File: config.mk
export PLATFORM = sky130hd
export DESIGN_NAME = apb_bridge_fsm
export DESIGN_NICKNAME = d
export VERILOG_FILES = /design/src/rtl/apb_bridge_fsm.sv
export SDC_FILE = /design/constraint.sdc
export NUM_CORES = 1
export LEC_CHECK = 0
export ABC_AREA = 1
export BUFFER_PORTS_ARGS = -buffer_cell sky130_fd_sc_hd__buf_2
export CORE_ASPECT_RATIO = 0.8
export CORE_MARGIN = 10
export CORE_UTILIZATION = 46
export DETAILED_ROUTE_END_ITERATION = 6
export GPL_TIMING_DRIVEN = 0
export PLACE_DENSITY_LB_ADDON = 0.05
export SLEW_MARGIN = 40
export SYNTH_ARGS = -nofsm -noshare
export SYNTH_HDL_FRONTEND = slang
export SYNTH_SLANG_ARGS = --single-unit
File: constraint.sdc
create_clock -name pclk -period 2.3 [get_ports pclk]
set_clock_uncertainty 0.2 [all_clocks]
set_input_delay 0.115 -clock pclk [delete_from_list [all_inputs] [get_ports pclk]]
set_output_delay 0.115 -clock pclk [all_outputs]
set_load 0.02 [all_outputs]
File: src/rtl/apb_bridge_fsm.sv
// APB sequencing FSM of the AHB-to-APB bridge: IDLE -> [WDATA] -> SETUP -> ACCESS.
// Optional ACCESS timeout with two-cycle ERROR response, enabled by `define APB_TIMEOUT_EN.
module apb_bridge_fsm #(
  parameter int NSLV           = 7,
  parameter int AW             = 32,
  parameter int DW             = 32,
  parameter int TIMEOUT_CYCLES = 16
) (
  input  logic            pclk,
  input  logic            hresetn,
  input  logic            valid,
  input  logic            hwrite,
  input  logic [AW-1:0]   haddr,
  input  logic [DW-1:0]   hwdata,
  input  logic [NSLV-1:0] psel_dec,
  input  logic [DW-1:0]   prdata_mux,
  input  logic            pready,
  output logic            hreadyout,
  output logic [1:0]      hresp,
  output logic [DW-1:0]   hrdata,
  output logic [AW-1:0]   paddr,
  output logic [DW-1:0]   pwdata,
  output logic            pwrite,
  output logic [NSLV-1:0] psel,
  output logic            penable
);

`ifdef APB_TIMEOUT_EN
  typedef enum logic [2:0] {IDLE, WDATA, SETUP, ACCESS, ERR1, ERR2} state_t;
  localparam int CW = $clog2(TIMEOUT_CYCLES + 1);
  logic [CW-1:0] cnt_q, cnt_d;
`else
  typedef enum logic [1:0] {IDLE, WDATA, SETUP, ACCESS} state_t;
  // TIMEOUT_CYCLES only matters when the timeout is built in.
  if (TIMEOUT_CYCLES < 1) begin : g_timeout_unused
  end
`endif

  state_t          state_q, state_d;
  logic [AW-1:0]   paddr_q, paddr_d;
  logic [DW-1:0]   pwdata_q, pwdata_d;
  logic [DW-1:0]   hrdata_q, hrdata_d;
  logic            pwrite_q, pwrite_d;
  logic [NSLV-1:0] sel_q, sel_d;

  always_ff @(posedge pclk or negedge hresetn) begin
    if (!hresetn) begin
      state_q  <= IDLE;
      paddr_q  <= '0;
      pwdata_q <= '0;
      hrdata_q <= '0;
      pwrite_q <= 1'b0;
      sel_q    <= '0;
`ifdef APB_TIMEOUT_EN
      cnt_q    <= '0;
`endif
    end else begin
      state_q  <= state_d;
      paddr_q  <= paddr_d;
      pwdata_q <= pwdata_d;
      hrdata_q <= hrdata_d;
      pwrite_q <= pwrite_d;
      sel_q    <= sel_d;
`ifdef APB_TIMEOUT_EN
      cnt_q    <= cnt_d;
`endif
    end
  end

  always_comb begin
    state_d  = state_q;
    paddr_d  = paddr_q;
    pwdata_d = pwdata_q;
    hrdata_d = hrdata_q;
    pwrite_d = pwrite_q;
    sel_d    = sel_q;
`ifdef APB_TIMEOUT_EN
    cnt_d    = cnt_q;
`endif
    case (state_q)
      IDLE: begin
        if (valid) begin
          paddr_d  = haddr;
          pwrite_d = hwrite;
          sel_d    = psel_dec;
          // A transfer outside every slave completes at once; only a read clears hrdata.
          if (psel_dec == '0) begin
            if (!hwrite) hrdata_d = '0;
          end else begin
            state_d = hwrite ? WDATA : SETUP;
          end
        end
      end
      WDATA: begin
        pwdata_d = hwdata;
        state_d  = SETUP;
      end
      SETUP: begin
        state_d = ACCESS;
`ifdef APB_TIMEOUT_EN
        cnt_d   = '0;
`endif
      end
      ACCESS: begin
        if (pready) begin
          state_d = IDLE;
          if (!pwrite_q) hrdata_d = prdata_mux;
        end
`ifdef APB_TIMEOUT_EN
        else if (cnt_q == CW'(TIMEOUT_CYCLES - 1)) begin
          state_d = ERR1;
        end else begin
          cnt_d = cnt_q + 1'b1;
        end
      end
      ERR1: state_d = ERR2;
      ERR2: state_d = IDLE;
`else
      end
`endif
      default: state_d = IDLE;
    endcase
  end

  assign psel    = (state_q == SETUP || state_q == ACCESS) ? sel_q : '0;
  assign penable = (state_q == ACCESS);
  assign paddr   = paddr_q;
  assign pwdata  = pwdata_q;
  assign pwrite  = pwrite_q;
  assign hrdata  = hrdata_q;
`ifdef APB_TIMEOUT_EN
  assign hreadyout = (state_q == IDLE) || (state_q == ERR2);
  assign hresp     = (state_q == ERR1 || state_q == ERR2) ? 2'b01 : 2'b00;
`else
  assign hreadyout = (state_q == IDLE);
  assign hresp     = 2'b00;
`endif

endmodule

# Word level (Yosys, flattened, before mapping)
# Index checks and enable logic that the tools add are counted.
[totals]
regBits = 106
out_inout_bits = 108
word_cells = 34
[op_classes]
n_eq_ne = 9
mux = 12
reduce_logical = 7
[ops]
columns = ["cell", "n"]
rows = [
  ["32-bit two-way mux", 5],
  ["32-bit one-hot mux with 2 select lines", 1],
  ["2-bit != test (second input constant)", 5],
  ["2-bit two-way mux", 4],
  ["2-bit one-hot mux with 4 select lines", 1],
  ["7-bit zero test", 1],
  ["7-bit two-way mux", 1],
  ["6-bit AND reduction", 1],
  ["2-bit == test (second input constant)", 2],
  ["3-bit AND reduction", 1],
  ["2-bit by 1-bit == test with 1-bit output (second input constant)", 1],
  ["2-bit zero test", 1],
  ["2-bit by 1-bit != test with 1-bit output (second input constant)", 1],
  ["2-bit AND reduction", 1],
  ["2-bit nonzero test", 1],
  ["1-bit logical OR", 1],
]

# Logic depth before layout (Yosys ltp)
# Gate-level depths: netlist of run 1.
[depth]
ltp_word = 4
depth_mapped = 9
ltp_nobuf = 8

# Worst setup path after synthesis of run 1
# Ideal clock, no wire load.
[synth_timing]
path_kind = "reg2reg"
from = "register state_q[0]"
to = "register paddr_q[25], in the netlist paddr[25]"
stages_incl_launch_ff = 7
arrival_time_ns = 1.598
period_less_slack_ns = 1.926
t_required_ns = 1.972
slack_ns = 0.374
path_buffers = 2
cell_sequence = "dfrtp_1 -> inv_1 -> ha_1 -> nand2_1 -> buf_4 -> buf_4 -> mux2_1"
[synth_via]
elab_chain_len = 2
[synth_lines]
columns = ["element", "line_no", "source"]
rows = [
  ["start, declared", "39", "state_t state_q, state_d;"],
  ["start signal, assigned", "58", "state_q <= state_d;"],
  ["2-bit zero test", "n/a", ""],
  ["named net hreadyout", "18", "output logic hreadyout,"],
  ["2-bit AND reduction (no source line)", "n/a", ""],
  ["end signal, assigned", "59", "paddr_q <= paddr_d;"],
  ["end, declared", "40", "logic [AW-1:0] paddr_q, paddr_d;"],
]
# The timed path passes the listed nets, and every way through them passes these cells.
# A chain may end at the register's enable or synchronous reset.

# Final worst setup path of run 1
[layout_timing]
from = "register state_q[0]"
to = "output port psel[6]"
[layout_via]
elab_chain_len = 3
[layout_lines]
columns = ["element", "line_no", "source"]
rows = [
  ["2-bit == test", "125", "assign psel = (state_q == SETUP || state_q == ACCESS) ? sel_q : '0;"],
  ["1-bit logical OR (*)", "125", ""],
  ["7-bit two-way mux (*)", "125", ""],
  ["end, declared", "24", "output logic [NSLV-1:0] psel,"],
]
# Mark *: on every way between the ends. The rest lies on a longest branch, timed or not.

==> key figures, run 1 <==
STA
  – Final worst setup slack: between 0.1 and 0.15 ns
  – Slew headroom: between 60% and 70%
  – Setup violations, final: 0
  – F_max: 463.7 MHz
  – Slew @ Worst Pin: 0.5628 ns
  – Final Critical Period: about 2.2 ns
  – Slew Limit Fails: 0
  – Final hold violation count: 0
  – RSZ-0062 raised after global routing: false
  – Final period utilization: roughly 94%

Floorplan
  – Die X-Extent: 130.4 um
  – Core Footprint: 9569 sq um
  – Die Y-Extent: around 110 um
  – Initial core utilization: 46.90%
  – Num ports: roughly 220
  – Core Rows: 32
  – DIE AREA: around 14000 sq um

Synth
  – Number of flops mapped to enable cells by yosys: 0
  – Synth Area per Inst: 10.59 sq um
  – Sequential-to-total area share from yosys stat: 59.10%
  – Count leader, synth: nand2_1
  – Top FF cell, synth: dfrtp_1
  – Post-Syn Instances: 424
  – Register bit total from synthesis: between 100 and 150
  – Post-synth top cells: nand2_1, dfrtp_1, inv_1, mux2_1, nand3_1
  – Ys Warns: 0
  – Asr flop ratio synth: 100.0%
  – Post-synth top area cell: dfrtp_1
  – Mapped Area: between 4000 and 5000 sq um
  – Share of the synthesized area in the top cell type: 59.10%
  – Top post-synthesis cells by area: dfrtp_1, nand2_1, mux2_1
  – Distinct cell type count after synthesis: 18

Drt
  – Met3 WL: approximately 1400 um
  – # DRC: 0
  – Max layer used: met4
  – DR vias/cell: between 4 and 5
  – Vias: ~4.1k
  – DR pass1 iterations: 4
  – Total wire length: 14140 um
  – Detail Route met2 WL: 7024 um
  – Number of routed nets with antenna violations: 0
  – Routed WL per cell: 16.08 um
  – Routed met1 length: 5572 um
  – Iteration-0 DRC Markers: 187

Global route
  – Vias in the first global route: between 4k and 5k
  – Grt total ovfl: 0
  – First-pass GRT wire length: 22780 um
  – Pin count of the biggest net entering global routing: 65
  – Antenna violations before repair: 1
  – GRT Util Overall: 20.28%

Placement
  – Setup WS pre-CTS: around 0.20 ns
  – IO Port Bufs: 213
  – Final HPWL DP: 9613 um
  – Placed instance count: 758
  – RePlAce Congestion: around 0.81

Power
  – Leak Pwr: between 3 and 4 nW
  – PD cells: 1330 nW/um^2
  – Max IR drop VDD: around 0.00071 V

Critical path
  – Crit Path Class: reg2out
  – Worst-path fanout max: 9
  – CP Capture Type: primary output
  – WP data required: just under 2 ns
  – Crit path DAT: between 1.5 and 2 ns
  – Worst setup SP type: register

Clock tree
  – Sink Count: 106
  – Clock-pin slew on the worst setup and hold paths: 0.07 ns
  – Clk_lat worst skew: 0.34 ns
  – TritonCTS clock tree: done
  – H-Tree Depth: 3
  – CTS Root Cell: clkbuf_16
  – Num CTS Buffers: 9
  – Clk buf depth: 2
  – Postcts setup bufs: 0

Final layout
  – Layout cell share with drive strength beyond 1: 36.89%
  – Fin cells: 879
  – Area growth from synthesis to layout: 58.13%
  – Final #Nets: 867

Job
  – Number of max-cap violations: 0

Worst hold path
  – Type of the worst min-delay path: in2async

Status
  – Outcome: complete, no violations
## state kept, by name (all words and copies together), names as in the netlist
signal	flops
sel_q	7
state_q	2
pwdata	32
hrdata	32
paddr	32
pwrite	1
## layout by cell type (no fill, tap or decap), types with 2 or more instances in the layout
master	synthesis	routed
clkbuf_1	5	5
mux2_1	35	35
conb_1	1	2
buf_4	4	4
ha_1	4	4
o21ai_1	3	3
inv_1	46	46
dlygate4sd3_1	0	105
buf_2	11	223
buf_6	4	4
clkinvlp_4	0	2
a21oi_1	6	6
clkbuf_16	0	9
mux2_2	30	30
nor2_1	20	20
dfrtp_1	106	106
clkinv_2	0	2
nand2_1	112	112
nand3_1	34	34
## per-layer routing
metal  up-vias  GRT usage (%)
met3        17          8.415
met5         -              0
met2       150          34.84
met1      1928          22.95
met4         0          5.309
li1       1990              -
## worst paths after layout
path,start,end,slack [ns],depth (start not counted)
worst max-delay path,state_q[0],psel[6],0.14,5
worst min-delay path,hresetn,paddr[8],0.04,2
worst max register to register,state_q[0],hrdata[9],0.28,9
worst min register to register,hrdata[20],hrdata[20],0.27,2
max in group asynchronous,hresetn,pwdata[11],1.23,3
min in group pclk,valid,state_q[0],0.04,7
## through the flow
stage | setup TNS, ns | total power [W] | instance area (sq um) | utilization [%] | hold WS [ns]
finish | 0 | 0.009438 | 7097 | 74.16 | 0.04447
global route | 0 | 0.01010 | 7097 | 74.16 | 0.06274
CTS | 0 | 0.009494 | 7089 | 74.08 | 0.03321
detailed placement | 0 | 0.007802 | 5744 | 60.03 | -0.1755
global placement | -29.58 | 0.007678 | 5707 | 59.64 | 0.1255
floorplan | 0 | 0.006127 | 4492 | - | -0.3806
## critical path, stage by stage, from the launching register on
cell and delay, ns:
dfrtp_1 0.42, ha_1 0.22, buf_2 0.18, nor2_1 0.38, nor2_1 0.11, buf_2 0.18
## power by group
| group | total [W] | switching [W] | internal (W) | leakage [nW] |
|---|---|---|---|---|
| combinational | 0.00472 | 0.00294 | 0.00177 | 2.52 |
| clock | 0.00152 | 0.000655 | 0.000864 | 0.140 |
| sequential | 0.00320 | 0.000444 | 0.00276 | 1.30 |
## area by class of cell
class / count / area, sq um
plain buffers: 24 / 148.9
well taps: 119 / 148.9
fillers: 681 / 2472
inverters: 46 / 172.7
multi-input cells: 249 / 1523
clock inverters: 5 / 55.05
diodes: 1 / 2.502
repair buffers: 319 / 2155
clock buffers: 10 / 239.0
flip-flops and latches: 106 / 2653
## kinds of logic (layout without fill, tap and decap cells)
logic type,Yosys count,after routing,share of synthesized area (%)
adders and majority gates,4,4,1.115
buffers and inverters,70,404,7.165
other,1,3,0.08356
DFF,106,106,59.10
and+or+nand+nor,168,168,15.11
AOI/OAI and AO/OA,10,10,1.115
muxes,65,65,16.31
## repair_timing
action / CTS / global route
setup endpoints to repair: 0 / 2
gates resized for setup: 0 / 1
hold buffers: 105 / 0
endpoints found under the hold margin: 211 / 0
Power figures use the tool's default switching activity.
==> run 2: changes to the inputs <==
==> constraint.sdc (replaced) <==
create_clock -name pclk -period 2.3 [get_ports pclk]
set_clock_uncertainty 0.2 [all_clocks]
set_input_delay 0.46 -clock pclk [delete_from_list [all_inputs] [get_ports pclk]]
set_output_delay 0.46 -clock pclk [all_outputs]
set_load 0.02 [all_outputs]
==> key figures, run 2 (same netlist as run 1, synthesis figures left out) <==
Power
  – Clk pwr share: 16.5%
  – Sw Pwr: 0.003950 W
  – Leak Pwr: 3.536 nW
  – Sequential Power Share: 34.3%
  – PD cells: 1523 nW/um^2
  – Power share of the combinational group: 49.2%
  – Internal: 0.005304 W
  – Net Sw Frac: 42.68%
  – Max IR drop VDD: between 0.0007 and 0.0008 V

STA
  – Slew headroom: about three fifths
  – RSZ-0062 raised after global routing: false
  – F_max: 456.4 MHz
  – Final Critical Period: 2.191 ns
  – Final period utilization: 95.26%
  – Slew @ Worst Pin: 0.5670 ns
  – Setup violations, final: 0
  – Final hold violation count: 0
  – Slew Limit Fails: 0

Drt
  – # DRC: 0
  – Vias: 3580
  – DR vias/cell: roughly 4.6
  – Routed WL per cell: 15.76 um
  – DR pass1 iterations: 4
  – Iteration-0 DRC Markers: 180
  – Number of routed nets with antenna violations: 0
  – Total wire length: 12210 um

Floorplan
  – Core Footprint: 9569 sq um
  – Die Y-Extent: 108.3 um
  – Die X-Extent: 130.4 um
  – DIE AREA: 14130 sq um
  – Num ports: roughly 220
  – Core Rows: 32
  – Initial core utilization: 46.90%

Global route
  – Grt total ovfl: 0
  – First-pass GRT wire length: ~19000 um
  – Antenna violations before repair: 0
  – Pin count of the biggest net entering global routing: 65
  – GRT Util Overall: 17.12%
  – Vias in the first global route: 3751

Clock tree
  – TritonCTS clock tree: done
  – Sink Count: 106
  – Num CTS Buffers: 9
  – Clk_lat worst skew: ~0.34 ns
  – Clock-pin slew on the worst setup and hold paths: 0.07 ns
  – H-Tree Depth: 3
  – Clk buf depth: 2
  – CTS Root Cell: clkbuf_16

Status
  – Outcome: complete, no violations

Final layout
  – Leading cell type in the layout, fill and taps excluded: buf_2
  – Final core occ: 63.48%
  – Fin area: 6075 sq um
  – Filler instances: 842
  – Final #Nets: 764
  – Area of the multi-input gates: 1528 sq um
  – Layout cell share with drive strength beyond 1: 43.14%
  – Area growth from synthesis to layout: 35.35%
  – Sequential cell area: 2653 sq um
  – Most frequent cells in the layout: buf_2, nand2_1, dfrtp_1
  – Ant. Diodes: 0
  – Fin cells: just under 800

Critical path
  – Worst-path fanout max: 9
  – Crit path DAT: between 1.5 and 2 ns
  – Worst setup SP type: register
  – WP data required: 1.64 ns
  – Crit Path Class: reg2out
  – CP Capture Type: primary output

Placement
  – RePlAce Congestion: 0.8072
  – IO Port Bufs: ~210
  – Final HPWL DP: 9613 um
  – Placed instance count: 758
  – Placed cell areas: 5744 sq um

Worst hold path
  – Type of the worst min-delay path: in2reg

Job
  – Number of max-cap violations: 0
[run 2: cell count changes in the layout (fill, tap and decap cells not counted), sizes merged]
cell / before / now
clkbuf: 15 / 16
diode: 1 / 0
dlygate4sd3: 105 / 1
[run 2: worst max-delay path, cell delays in order, from the launching register on]
cell and delay (ns):
dfrtp_1 0.42, ha_2 0.21, buf_6 0.14, nor2_4 0.19, nor2_1 0.07, buf_2 0.16
[run 2: area by class of cell]
class,instances,share of cell area [%]
Buffer,24,2.554
Tap cell,119,2.451
Multi-Input combinational cell,249,25.15
Sequential cell,106,43.67
Inverter,46,2.842
Clock buffer,10,3.934
Timing Repair Buffer,216,18.50
Clock inverter,5,0.9063
[run 2: final timing paths]
check | start | to | slack (ns) | depth (start not counted)
max in group asynchronous | hresetn | hrdata[3] | 0.88 | 3
min | haddr[30] | paddr[30] | 0.13 | 2
max | state_q[0] | psel[6] | 0.11 | 5
min reg2reg | hrdata[6] | hrdata[6] | 0.27 | 2
max reg2reg | state_q[0] | hrdata[16] | 0.24 | 9
min in group asynchronous | hresetn | paddr[10] | 0.40 | 2
[run 2: per-layer routing]
layer / track usage, % / part of all wire [%] / wire (um) / vias up
li1: - / - / - / 1785
met2: 27.78 / 47 / 5793 / 127
met3: 7.779 / 10 / 1278 / 9
met5: 0 / 0 / 0 / -
met4: 4.041 / 0.84 / 102 / 0
met1: 20.49 / 41 / 5039 / 1659
[run 2: stage by stage]
step | worst slack, ns | total power (W) | setup TNS, ns | hold slack (ns)
3_5_place_dp | 0.1443 | 0.007802 | 0 | 0.1695
4_1_cts | 0.01223 | 0.009372 | 0 | 0.1167
5_1_grt | 0.008859 | 0.009939 | 0 | 0.1181
3_3_place_gp | -0.6288 | 0.007678 | -66.15 | 0.2501
6_report | 0.1091 | 0.009254 | 0 | 0.1289
2_1_floorplan | 0.3369 | 0.006127 | 0 | -0.03559
[run 2: power groups by stage]
stage                     combinational (W)  clock (W)  sequential [W]
after floorplan                     0.00191          0         0.00422
final                               0.00455    0.00153         0.00317
after global routing                0.00499    0.00166         0.00329
after global placement              0.00452          0         0.00316
after detailed placement            0.00459          0         0.00321
after CTS                           0.00462    0.00157         0.00319
[run 2: repair_timing]
action,CTS,global route
hold endpoints to repair,42,0
setup endpoints to repair,7,17
hold buffers,1,0
pin swaps,0,1
setup buffers,0,1
resized for setup,2,5
